==> config.mk <==
export PLATFORM = sky130hd
export DESIGN_NAME = fifo_wr_arbiter
export DESIGN_NICKNAME = d
export VERILOG_FILES = /design/src/rtl/fifo_wr_arbiter.sv
export SDC_FILE = /design/constraint.sdc
export NUM_CORES = 1
export LEC_CHECK = 0
export CAP_MARGIN = 15
export CORE_MARGIN = 3
export CORE_UTILIZATION = 39
export DETAILED_ROUTE_END_ITERATION = 16
export HOLD_SLACK_MARGIN = 0.08
export PLACE_DENSITY = 0.87
export SYNTH_ARGS = -nofsm -noshare
export SYNTH_HDL_FRONTEND = slang
export SYNTH_SLANG_ARGS = --single-unit
export TNS_END_PERCENT = 100
==> constraint.sdc <==
create_clock -name clk -period 1.6 [get_ports clk]
set_clock_uncertainty 0.15 [all_clocks]
set_input_delay 0.32 -clock clk [delete_from_list [all_inputs] [get_ports clk]]
set_output_delay 0.32 -clock clk [all_outputs]
set_load 0.01 [all_outputs]
==> src/rtl/fifo_wr_arbiter.sv <==
// fifo_wr_arbiter: two-port write arbiter in front of a shared FIFO.
// Round-robin on ties, bounded bursts while the other port waits, and a
// single IDLE cycle between every change of owner.
// Optional per-port accepted-write counters: define FIFO_ARB_STATS_EN.
module fifo_wr_arbiter #(
  parameter int unsigned B     = 8,
  parameter int unsigned BURST = 4   // legal range 1..255
) (
  input  logic         clk,
  input  logic         rst_n,
  input  logic         req0,
  input  logic         req1,
  input  logic [B-1:0] data0,
  input  logic [B-1:0] data1,
  output logic         ack0,
  output logic         ack1,
  input  logic         fifo_full,
  output logic         fifo_wr,
  output logic [B-1:0] fifo_wr_data,
  output logic [1:0]   grant
`ifdef FIFO_ARB_STATS_EN
  ,
  output logic [15:0]  wcnt0,
  output logic [15:0]  wcnt1
`endif
);

  localparam int unsigned CNT_W  = 8;
  localparam int unsigned WCNT_W = 16;
  // Value of the burst counter when the write that completes a burst is accepted
  localparam logic [CNT_W-1:0] BURST_LAST = CNT_W'(BURST - 1);

  // Encoding doubles as the one-hot grant vector
  typedef enum logic [1:0] {
    IDLE = 2'b00,
    G0   = 2'b01,
    G1   = 2'b10
  } state_e;

  state_e             state_q, state_d;
  logic               last_q, last_d;   // port that most recently received a grant
  logic [CNT_W-1:0]   burst_q, burst_d;
  logic               own_req;
  logic               other_req;

  // State, tie-break history and burst counter registers
  always_ff @(posedge clk or negedge rst_n) begin
    if (!rst_n) begin
      state_q <= IDLE;
      last_q  <= 1'b1;
      burst_q <= '0;
    end else begin
      state_q <= state_d;
      last_q  <= last_d;
      burst_q <= burst_d;
    end
  end

  // Next-state and same-cycle write/ack decode
  always_comb begin
    state_d      = state_q;
    last_d       = last_q;
    burst_d      = burst_q;
    own_req      = 1'b0;
    other_req    = 1'b0;
    fifo_wr      = 1'b0;
    ack0         = 1'b0;
    ack1         = 1'b0;
    fifo_wr_data = '0;

    case (state_q)
      IDLE: begin
        // Port 0 wins when alone, or on a tie when port 1 was served last
        if (req0 && (!req1 || last_q)) begin
          state_d = G0;
          last_d  = 1'b0;
          burst_d = '0;
        end else if (req1) begin
          state_d = G1;
          last_d  = 1'b1;
          burst_d = '0;
        end
      end

      G0, G1: begin
        own_req      = (state_q == G1) ? req1 : req0;
        other_req    = (state_q == G1) ? req0 : req1;
        fifo_wr_data = (state_q == G1) ? data1 : data0;
        fifo_wr      = own_req & ~fifo_full;
        ack0         = fifo_wr & (state_q == G0);
        ack1         = fifo_wr & (state_q == G1);

        if (!own_req) begin
          state_d = IDLE;
        end else if (fifo_wr) begin
          if (burst_q == BURST_LAST) begin
            // Burst complete: yield only if the other port is waiting
            burst_d = '0;
            if (other_req) begin
              state_d = IDLE;
            end
          end else begin
            burst_d = burst_q + CNT_W'(1);
          end
        end
      end

      default: begin
        state_d = IDLE;
      end
    endcase
  end

  assign grant = state_q;

`ifdef FIFO_ARB_STATS_EN
  logic [WCNT_W-1:0] wcnt0_q, wcnt0_d;
  logic [WCNT_W-1:0] wcnt1_q, wcnt1_d;

  // Accepted-write counters, wrapping naturally at 16 bits
  always_comb begin
    wcnt0_d = wcnt0_q + WCNT_W'(ack0);
    wcnt1_d = wcnt1_q + WCNT_W'(ack1);
  end

  // Counter registers
  always_ff @(posedge clk or negedge rst_n) begin
    if (!rst_n) begin
      wcnt0_q <= '0;
      wcnt1_q <= '0;
    end else begin
      wcnt0_q <= wcnt0_d;
      wcnt1_q <= wcnt1_d;
    end
  end

  assign wcnt0 = wcnt0_q;
  assign wcnt1 = wcnt1_q;
`endif

endmodule
==> results of run 1 <==
## path summary, 6_finish.rpt
kind	start	endpoint
worst min register to register	last_q	last_q
worst max register to register	grant[1]	burst_q[3]
min in group clk	last_q	last_q
worst min-delay path	rst_n	burst_q[2]
worst max-delay path	grant[1]	ack0
max in group asynchronous	rst_n	grant[1]
## Yosys cell counts, drive strengths merged (2+ instances only)
| master | number |
|---|---|
| a211oi | 2 |
| a21oi | 6 |
| a2bb2oi | 2 |
| buf | 2 |
| dfrtp | 10 |
| ha | 5 |
| inv | 7 |
| mux2i | 10 |
| nand2 | 7 |
| nand2b | 3 |
| nand3 | 5 |
| nand4 | 2 |
| nor2 | 11 |
| o21ai | 8 |
| o22ai | 4 |
| or2b | 2 |
## routing by layer
layer  vias up  share of wire, %  track usage (%)
met2       107                50             55.5
met5         -                 0                0
met4         0               5.4             13.2
met3        27               9.8             5.92
li1        505                 -                -
met1       581                35             31.6
## worst max-delay path: cells and delay by family, from the launching register on
kind	cells	cell delay [ns]
flops	1	0.44
simple gates	2	0.28
buf+inv	2	0.23
mux	1	0.19
fa+ha+maj	1	0.17
## state kept, by name, summed over array words and instances (netlist names)
register	cells
burst_q	8
last_q	1
grant	2
## power by group
part,internal [mW],switching (mW)
combinational,1.49,1.36
clock,0.0969,0.0986
sequential,0.345,0.0565
total,1.93,1.52
## stage by stage
step                setup slack [ns]  power [mW]
floorplan                     -0.143        1.60
global placement              -0.519        2.25
detailed placement            -0.602        2.32
CTS                           -0.403        3.12
global route                  -0.530        3.59
finish                        -0.458        3.45
## what timing repair did
item                                   4_1_cts  5_1_grt
endpoints found under the hold margin        0        0
setup endpoints to repair                   23       22
gates resized for setup                     89       15
pin swaps                                   18        7
hold buffers                                 0        0
buffers inserted                            13        0
## layout make-up
type,count,area [sq um]
Multi-Input combinational cell,78,890
Timing Repair Buffer,67,649
Sequential cell,11,278
Fill cell,67,136
Tap cell,27,33.8
Inverter,7,28.8
Clock buffer,4,26.3
## cells by family (layout without fill, tap and decap cells)
logic type / after synthesis / count (layout)
buffers and inverters: 10 / 78
DFF: 11 / 11
and+or+nand+nor: 36 / 36
muxes: 10 / 10
adders and majority gates: 5 / 5
AOI/OAI and AO/OA: 27 / 27
==> flow_metrics.py, run 1 <==
metrics = {
    "synth": {
        "synth-edff-count": 0,
        "yosysTopAreaCell": "dfrtp_1",
        "ys_seq_area_share_pct": 31.5,
        "yosys.area_share.adder_pct": 7.13,
        "netlist_instances": 99,
        "synthDistinctLibCells": 34,
        "synth-xor-area-share_pct": 0,
        "yosysTopAreaCellShare_pct": 28.5,
        "synth_async_sr_flop_share_pct": 100,
        "synthMuxAreaShare_pct": 11.4,
        "synth_top_family_by_area": "simple AND/OR/NAND/NOR gates",
        "yosys.area_share.simple_pct": 24.1,
        "syn_nets": 125,
        "yosysWarningCount": 0,
        "netlist_area_sq_um": 877,
        "synth_ff_type": "dfrtp_1",
        "avgSynthCellArea_sq_um": 8.86,
        "synth-compound-area-share_pct": 20.3,
        "ys_seq_elements": 11,
        "yosys-top-cells-area": "dfrtp_1 29%, mux2i_1 11%, ha_1 7.1%",
    },
    "global_route": {
        "grt_overflow_total": 0,
        "grt_usage_pct": 29.8,
        "grt_pass1_wl_mm": 5.87,
        "grt_max_degree": 12,
        "grt_antenna_before_repair": 0,
        "grt_pass1_vias": 1166,
    },
    "sta": {
        "setup_violations": 21,
        "fin_ws_ns": -0.458,
        "fin_crit_ns": 2.06,
        "final.period_utilization_pct": 129,
        "fin_setup_tns_ns": -8.08,
        "max_freq_mhz": 486,
        "slew_violations": 0,
        "hold_violations": 0,
        "tightest_slew_ns": 0.497,
        "grt_setup_unrepaired": "yes",
        "whs_ns": 0.220,
        "slew_headroom_pct": 66.7,
    },
    "layout": {
        "syn_to_final_growth_pct": 117,
        "nets": 194,
        "drive_gt1_share_pct": 61.1,
        "diodes": 0,
        "design_area_sq_mm": 0.00191,
        "fin_util_pct": 93.3,
        "final_common_cell": "buf_4",
        "stdcell_count": 194,
        "final_cell_mix": "23 x buf_4, 20 x clkdlybuf4s50_1, 17 x buf_6",
    },
    "placed_design": {
        "io_buffers": 33,
        "place_inst": 178,
        "dpl.hpwl_mm": 2.21,
        "placedInstanceArea_sq_mm": 0.00157,
        "routabilityCongestion": 0.824,
    },
    "clocking": {
        "cts.path.max_buffers": 2,
        "cts_tree": "done",
        "clockRootBuffer": "clkbuf_4",
        "clock-sinks": 11,
        "htree_levels": 1,
        "clk_pin_slew_ns": 0.07,
        "cts_buffers": 3,
        "worstSkewPairLatency_ns": 0.28,
    },
    "routing": {
        "via_per_inst": 6.29,
        "first_pass_iters": 4,
        "detail-route-antenna-nets": 0,
        "drtIter0Drc": 63,
        "drc_errors": 0,
        "dr_total_vias": 1220,
        "wirelength_mm": 4.44,
        "wl_per_cell_um": 22.9,
    },
    "run_status": {
        "violations": "negative setup slack",
        "status": "complete, but fails checks",
    },
    "power": {
        "power_density_mw_per_mm2": 1810,
        "ir_worst_vdd_mv": 1.61,
        "leakage_nw": 0.774,
    },
    "job": {
        "timing.max_cap.violations": 0,
    },
    "floorplanning": {
        "initial_core_util_pct": 43.0,
        "die-area_sq_mm": 0.00285,
        "die_y_um": 53.4,
        "ios": 34,
        "core_region_area_sq_mm": 0.00204,
        "rows": 16,
        "fp.dieW_um": 53.4,
    },
    "worst_setup_path": {
        "path_common_cell": "buf_6",
        "path_class": "flop to primary output",
        "cpPeakStageDelay_ns": 0.44,
        "cp-start-kind": "flop",
        "cp_slowest_cell": "dfrtp_2",
        "regToRegSetupSlack_ns": -0.39,
        "critical_path_peak_fanout": 3,
        "critPathRequiredTime_ns": 1.13,
        "end_kind": "primary output",
        "critical_path.cell_chain": "buf_6 -> ha_4 -> mux2i_4 -> nor2_2 -> and2_4 -> buf_6",
        "r2r_cells": 7,
        "cp.arrival_ns": 1.59,
    },
    "hold_path": {
        "hold_path.class": "primary input to async pin",
    },
}
(Power assumes the default switching activity.)
==> inputs of run 2 (changes only) <==
--- a/config.mk
+++ b/config.mk
@@ -7,10 +7,12 @@
 export LEC_CHECK = 0
 export CAP_MARGIN = 15
 export CORE_MARGIN = 3
-export CORE_UTILIZATION = 39
+export CORE_UTILIZATION = 40
+export CTS_BUF_LIST = sky130_fd_sc_hd__clkbuf_8
 export DETAILED_ROUTE_END_ITERATION = 16
 export HOLD_SLACK_MARGIN = 0.08
-export PLACE_DENSITY = 0.87
+export PLACE_DENSITY = 0.89
+export SLEW_MARGIN = 10
 export SYNTH_ARGS = -nofsm -noshare
 export SYNTH_HDL_FRONTEND = slang
 export SYNTH_SLANG_ARGS = --single-unit
==> flow_metrics.py, run 2 <==
metrics = {
    "clocking": {
        "cts_buffers": 3,
        "htree_levels": 1,
        "clock-sinks": 11,
        "clockRootBuffer": "clkbuf_8",
        "hold_buffers": 0,
        "cts.path.max_buffers": 2,
    },
    "synth": {
        "yosys-top-cells-count": "11 x nor2_1, 10 x dfrtp_1, 10 x mux2i_1",
        "ys_seq_elements": 11,
        "yosysTopAreaCellShare_pct": 28.5,
        "ys_seq_area_share_pct": 31.5,
        "synth_ff_type": "dfrtp_1",
        "netlist_instances": 99,
        "synth-edff-count": 0,
        "yosysWarningCount": 0,
        "syn_nets": 125,
        "yosys-top-cells-area": "dfrtp_1 29%, mux2i_1 11%, ha_1 7.1%",
        "synth_async_sr_flop_share_pct": 100,
        "yosysTopAreaCell": "dfrtp_1",
        "avgSynthCellArea_sq_um": 8.86,
        "synthDistinctLibCells": 34,
        "netlist_area_sq_um": 877,
        "synth.most_common_cell": "nor2_1",
    },
    "run_status": {
        "haltStage": "global routing (5_1_grt)",
        "status": "aborted with a tool error",
        "stop_error": "[ERROR DPL-0033] detailed placement checks failed during check placement.",
    },
    "global_route": {
        "grt_max_degree": 9,
        "grt_antenna_before_repair": 0,
    },
    "floorplanning": {
        "initial_core_util_pct": 43.4,
        "die_y_um": 52.8,
        "fp.dieW_um": 52.8,
        "ios": 34,
        "rows": 16,
    },
    "placed_design": {
        "io_buffers": 33,
        "place_inst": 181,
        "routabilityCongestion": 0.828,
        "dpl.hpwl_mm": 2.34,
    },
    "sta": {
        "grt-worst-endpoint": "grant[0]$_DFFE_PN0P_/D",
        "endpoint_type": "register input",
    },
}
-- run 2: cell families after synthesis --
logic type               Yosys count  synth area share (%)
flip-flops                        11                  31.5
buffers and inverters             10                  5.56
multiplexers                      10                  11.4
adder cells (fa/ha/maj)            5                  7.13
AO/OA/AOI/OAI                     27                  20.3
AND/OR/NAND/NOR                   36                  24.1
-- run 2: per-stage QoR --
stage          area [sq um]  hold WS [ns]  utilization [%]  setup WS, ns
2_1_floorplan          1080        -0.126                -        -0.143
3_3_place_gp           1590         0.366             78.7        -0.520
3_5_place_dp           1590         0.400             78.7        -0.585
4_1_cts                1910         0.143             94.4        -0.406
-- run 2: repair_timing --
action / 4_1_cts
setup endpoints to repair: 23
resized for setup: 97
pin swaps: 19
setup buffers: 13
==> inputs of run 3 (changes only) <==
--- a/config.mk
+++ b/config.mk
@@ -6,12 +6,10 @@
 export NUM_CORES = 1
 export LEC_CHECK = 0
 export CAP_MARGIN = 15
-export CORE_MARGIN = 3
-export CORE_UTILIZATION = 40
-export CTS_BUF_LIST = sky130_fd_sc_hd__clkbuf_8
+export CORE_AREA = 3 3 64 66
 export DETAILED_ROUTE_END_ITERATION = 16
-export HOLD_SLACK_MARGIN = 0.08
-export PLACE_DENSITY = 0.89
+export DIE_AREA = 0 0 67 69
+export PLACE_DENSITY_LB_ADDON = 0.15
 export SLEW_MARGIN = 10
 export SYNTH_ARGS = -nofsm -noshare
 export SYNTH_HDL_FRONTEND = slang
==> constraint.sdc (replaced) <==
create_clock -name clk -period 2.1 [get_ports clk]
set_clock_uncertainty 0.15 [all_clocks]
set_input_delay 0.42 -clock clk [delete_from_list [all_inputs] [get_ports clk]]
set_output_delay 0.42 -clock clk [all_outputs]
set_load 0.01 [all_outputs]
==> flow_metrics.py, run 3 (synthesis gave the netlist of run 1 again) <==
metrics = {
    "global_route": {
        "grt_antenna_before_repair": 0,
        "grt_usage_pct": 10.5,
        "grt_max_degree": 12,
        "grt_overflow_total": 0,
        "grt_pass1_vias": 858,
        "grt_pass1_wl_mm": 3.93,
    },
    "routing": {
        "wl_per_cell_um": 12.6,
        "wl_met1_mm": 1.11,
        "first_pass_iters": 4,
        "dr_total_vias": 942,
        "detail-route-antenna-nets": 0,
        "drtIter0Drc": 19,
        "via_per_inst": 4.71,
        "route.met2.wl_mm": 1.07,
        "drc_errors": 0,
        "top_layer": "met4",
        "dr_wl_met3_um": 318,
        "wirelength_mm": 2.52,
    },
    "floorplanning": {
        "core_region_area_sq_mm": 0.00363,
        "initial_core_util_pct": 24.1,
        "die-area_sq_mm": 0.00462,
        "die_y_um": 69,
        "ios": 34,
        "fp.dieW_um": 67,
        "rows": 22,
    },
    "placed_design": {
        "dpl.hpwl_mm": 1.87,
        "placedInstanceArea_sq_mm": 0.00136,
        "routabilityCongestion": 0.707,
        "io_buffers": 33,
    },
    "worst_setup_path": {
        "path_class": "flop to primary output",
        "end_kind": "primary output",
        "reg2reg_from": "grant[0]",
        "crit_start": "grant[0]",
        "critical_path_peak_fanout": 4,
        "cp-start-kind": "flop",
        "critPathRequiredTime_ns": 1.53,
        "cp.arrival_ns": 1.49,
    },
    "sta": {
        "max_freq_mhz": 485,
        "setup_violations": 0,
        "hold_violations": 0,
        "fin_setup_tns_ns": 0,
        "final.period_utilization_pct": 98.1,
        "grt_setup_unrepaired": "yes",
        "tightest_slew_ns": 0.525,
        "slew_headroom_pct": 64.9,
        "slew_violations": 0,
        "fin_crit_ns": 2.06,
    },
    "hold_path": {
        "min_from": "burst_q[1]",
        "hold_path.class": "flop to flop",
    },
    "layout": {
        "fillers": 389,
        "final_common_cell": "clkdlybuf4s50_1",
        "design_area_sq_mm": 0.00148,
        "syn_to_final_growth_pct": 68.5,
        "multiInputGateArea_sq_um": 627,
        "largest_reg_flops": 8,
        "top_register": "burst_q",
        "final_cell_mix": "22 x clkdlybuf4s50_1, 17 x buf_4, 10 x nor2_1, 10 x buf_2",
        "nets": 179,
        "drive_gt1_share_pct": 34.2,
        "diodes": 0,
        "ff_latch_area_sq_um": 278,
    },
    "power": {
        "power_mw": 1.76,
        "ir_worst_vdd_mv": 0.528,
        "leakage_nw": 0.630,
        "power_density_mw_per_mm2": 1190,
    },
    "clocking": {
        "cts_tree": "done",
        "clockRootBuffer": "clkbuf_8",
        "hold_buffers": 0,
        "htree_levels": 1,
        "clock-sinks": 11,
        "clk_pin_slew_ns": 0.05,
        "cts.path.max_buffers": 2,
        "worstSkewPairLatency_ns": 0.24,
        "cts_buffers": 3,
    },
    "job": {
        "timing.max_cap.violations": 0,
    },
    "run_status": {
        "status": "finished clean",
    },
}
-- run 3: metal layers --
metal / track usage, % / vias up
li1: - / 466
met1: 13.5 / 437
met2: 16.4 / 37
met3: 3.42 / 2
met4: 3.38 / 0
met5: 0 / -
-- run 3: final cells by class --
| class | instances | share of cell area (%) |
|---|---|---|
| Multi-Input combinational cell | 78 | 42.4 |
| Timing Repair Buffer | 52 | 29.7 |
| Tap cell | 48 | 4.06 |
| Sequential cell | 11 | 18.8 |
| Clock buffer | 4 | 3.05 |
| Inverter | 7 | 1.95 |
-- run 3: critical path, stage by stage, from the launching register on --
cell,delay (ns)
dfrtp_1,0.40
inv_4,0.12
ha_4,0.16
mux2i_4,0.24
nor2_2,0.06
and2_1,0.14
buf_2,0.13
-- run 3: final timing paths --
kind	end	slack, ns	depth (start not counted)
worst max-delay path	ack0	0.04	6
worst min-delay path	burst_q[1]	0.37	2
worst max register to register	burst_q[3]	0.16	8
worst min register to register	burst_q[1]	0.37	2
max in group asynchronous	grant[1]	1.04	1
min in group asynchronous	burst_q[3]	0.38	1
-- run 3: stage by stage --
step	utilization, %	hold slack, ns	instances	setup slack, ns
after detailed placement	37.5	0.369	191	-0.297
after global placement	37.5	0.358	191	-0.270
final	40.7	0.369	200	0.0391
after CTS	39.6	0.380	200	0.0250
after global routing	40.7	0.397	200	-0.0216
after floorplan	-	-0.0256	99	0.182
-- run 3: timing repair --
action / in CTS / in global routing
gates resized for setup: 51 / 11
hold endpoints to repair: 0 / 0
setup endpoints to repair: 11 / 15
buffers inserted: 5 / 1
pin swaps: 2 / 3
-- run 3: power by group --
part           switching (mW)  internal [mW]
Sequential             0.0439          0.263
Clock                  0.0824          0.134
Combinational           0.590          0.644
Total                   0.716           1.04
==> inputs of run 4 (changes only) <==
--- a/config.mk
+++ b/config.mk
@@ -9,6 +9,7 @@
 export CORE_AREA = 3 3 64 66
 export DETAILED_ROUTE_END_ITERATION = 16
 export DIE_AREA = 0 0 67 69
+export MAX_ROUTING_LAYER = met4
 export PLACE_DENSITY_LB_ADDON = 0.15
 export SLEW_MARGIN = 10
 export SYNTH_ARGS = -nofsm -noshare
==> constraint.sdc (replaced) <==
create_clock -name clk -period 2.5 [get_ports clk]
set_clock_uncertainty 0.15 [all_clocks]
set_input_delay 0.5 -clock clk [delete_from_list [all_inputs] [get_ports clk]]
set_output_delay 0.5 -clock clk [all_outputs]
set_load 0.01 [all_outputs]
==> flow_metrics.py, run 4 (synthesis gave the netlist of run 1 again) <==
metrics = {
    "layout": {
        "top_register": "burst_q",
        "nets": 168,
        "diodes": 0,
        "final_cell_mix": "22 x clkdlybuf4s50_1, 11 x nor2_1, 10 x mux2i_1, 10 x dfrtp_1, 10 x dlygate4sd2_1",
        "fin_util_pct": 37.2,
        "largest_reg_flops": 8,
        "drive_gt1_share_pct": 14.2,
        "final_common_cell": "clkdlybuf4s50_1",
        "syn_to_final_growth_pct": 54.2,
    },
    "routing": {
        "detail-route-antenna-nets": 0,
        "first_pass_iters": 4,
        "via_per_inst": 4.66,
        "wirelength_mm": 2.48,
        "dr_total_vias": 881,
        "wl_per_cell_um": 13.1,
        "drtIter0Drc": 29,
        "drc_errors": 0,
    },
    "floorplanning": {
        "initial_core_util_pct": 24.1,
        "fp.dieW_um": 67,
        "die-area_sq_mm": 0.00462,
        "die_y_um": 69,
        "rows": 22,
        "core_region_area_sq_mm": 0.00363,
        "ios": 34,
    },
    "worst_setup_path": {
        "critical_path_peak_fanout": 4,
        "cp-start-kind": "flop",
        "critical_path_cell_count": 6,
        "path_delay_family": "flip-flops",
        "r2r_cells": 7,
        "end_kind": "primary output",
        "critical_path.cell_chain": "inv_2 -> ha_1 -> mux2i_1 -> nor2_1 -> and2_1 -> dlygate4sd2_1",
        "path_buf_inv": 2,
        "critPathRequiredTime_ns": 1.85,
        "cpPeakStageDelay_ns": 0.41,
        "path_class": "flop to primary output",
        "cp_slowest_cell": "dfrtp_1",
        "cp.arrival_ns": 1.68,
    },
    "power": {
        "leakage_nw": 0.608,
        "ir_worst_vdd_mv": 0.275,
        "power_mw": 1.24,
        "power_density_mw_per_mm2": 919,
    },
    "clocking": {
        "worstSkewPairLatency_ns": 0.24,
        "clockRootBuffer": "clkbuf_8",
        "clk_pin_slew_ns": 0.05,
        "cts_buffers": 3,
        "cts_tree": "done",
        "htree_levels": 1,
        "cts.path.max_buffers": 2,
        "hold_buffers": 0,
        "clock-sinks": 11,
    },
    "global_route": {
        "grt_pass1_vias": 841,
        "grt_usage_pct": 11.1,
        "grt_pass1_wl_mm": 3.86,
        "grt_max_degree": 12,
        "grt_antenna_before_repair": 0,
        "grt_overflow_total": 0,
    },
    "placed_design": {
        "dpl.hpwl_mm": 1.92,
        "routabilityCongestion": 0.718,
        "io_buffers": 33,
    },
    "sta": {
        "grt_setup_unrepaired": "no",
        "final.period_utilization_pct": 93.1,
        "slew_headroom_pct": 64.6,
        "setup_violations": 0,
        "max_freq_mhz": 430,
        "fin_crit_ns": 2.33,
        "tightest_slew_ns": 0.529,
        "hold_violations": 0,
        "fin_setup_tns_ns": 0,
        "whs_ns": 0.384,
        "slew_violations": 0,
    },
    "hold_path": {
        "holdPathStages": 2,
        "hold_path.class": "flop to flop",
    },
    "job": {
        "timing.max_cap.violations": 0,
    },
    "run_status": {
        "status": "finished clean",
    },
}
[run 4: repair_timing]
item                                    4_1_cts  5_1_grt
endpoints found under the setup margin       10        1
setup buffers                                 1        0
resized for setup                            11        1
[run 4: final cells by class]
type                       instances  area, sq um
fill                             368         2280
multi-input combinational         78          552
timing repair buffer              41          393
sequential                        11          277
tap                               48         60.1
clock buffer                       4         45.0
inverter                           7         26.3
[run 4: worst min-delay path, cell delays in order, from the launching register on]
cell	delay, ns
dfrtp_1	0.38
nand2_1	0.07
nand2_1	0.05
[run 4: metal layers]
layer / vias to the layer above / track usage, % / wire length, um
li1: 443 / - / -
met1: 396 / 12.5 / 1120
met2: 37 / 18.0 / 1080
met3: 5 / 2.44 / 223
met4: 0 / 5.41 / 50
met5: - / - / 0
[run 4: power breakdown]
group	internal [mW]	switching [mW]	total [mW]
registers	0.220	0.0335	0.253
clock network	0.112	0.0696	0.182
logic	0.383	0.425	0.808
[run 4: worst paths after layout]
path                                 start          to  slack (ns)
worst max-delay path              grant[0]        ack0        0.17
worst min-delay path            burst_q[1]  burst_q[1]        0.38
worst max register to register    grant[1]  burst_q[0]        0.46
worst min register to register  burst_q[1]  burst_q[1]        0.38
max in group asynchronous            rst_n      last_q        1.38
min in group asynchronous            rst_n  burst_q[7]        0.46
[run 4: through the flow]
| stage | worst slack, ns | instances | area [sq um] |
|---|---|---|---|
| floorplan | 0.502 | 99 | 877 |
| global placement | -0.0268 | 184 | 1310 |
| detailed placement | -0.0414 | 184 | 1310 |
| CTS | 0.0588 | 189 | 1350 |
| global route | 0.0557 | 189 | 1350 |
| finish | 0.172 | 189 | 1350 |
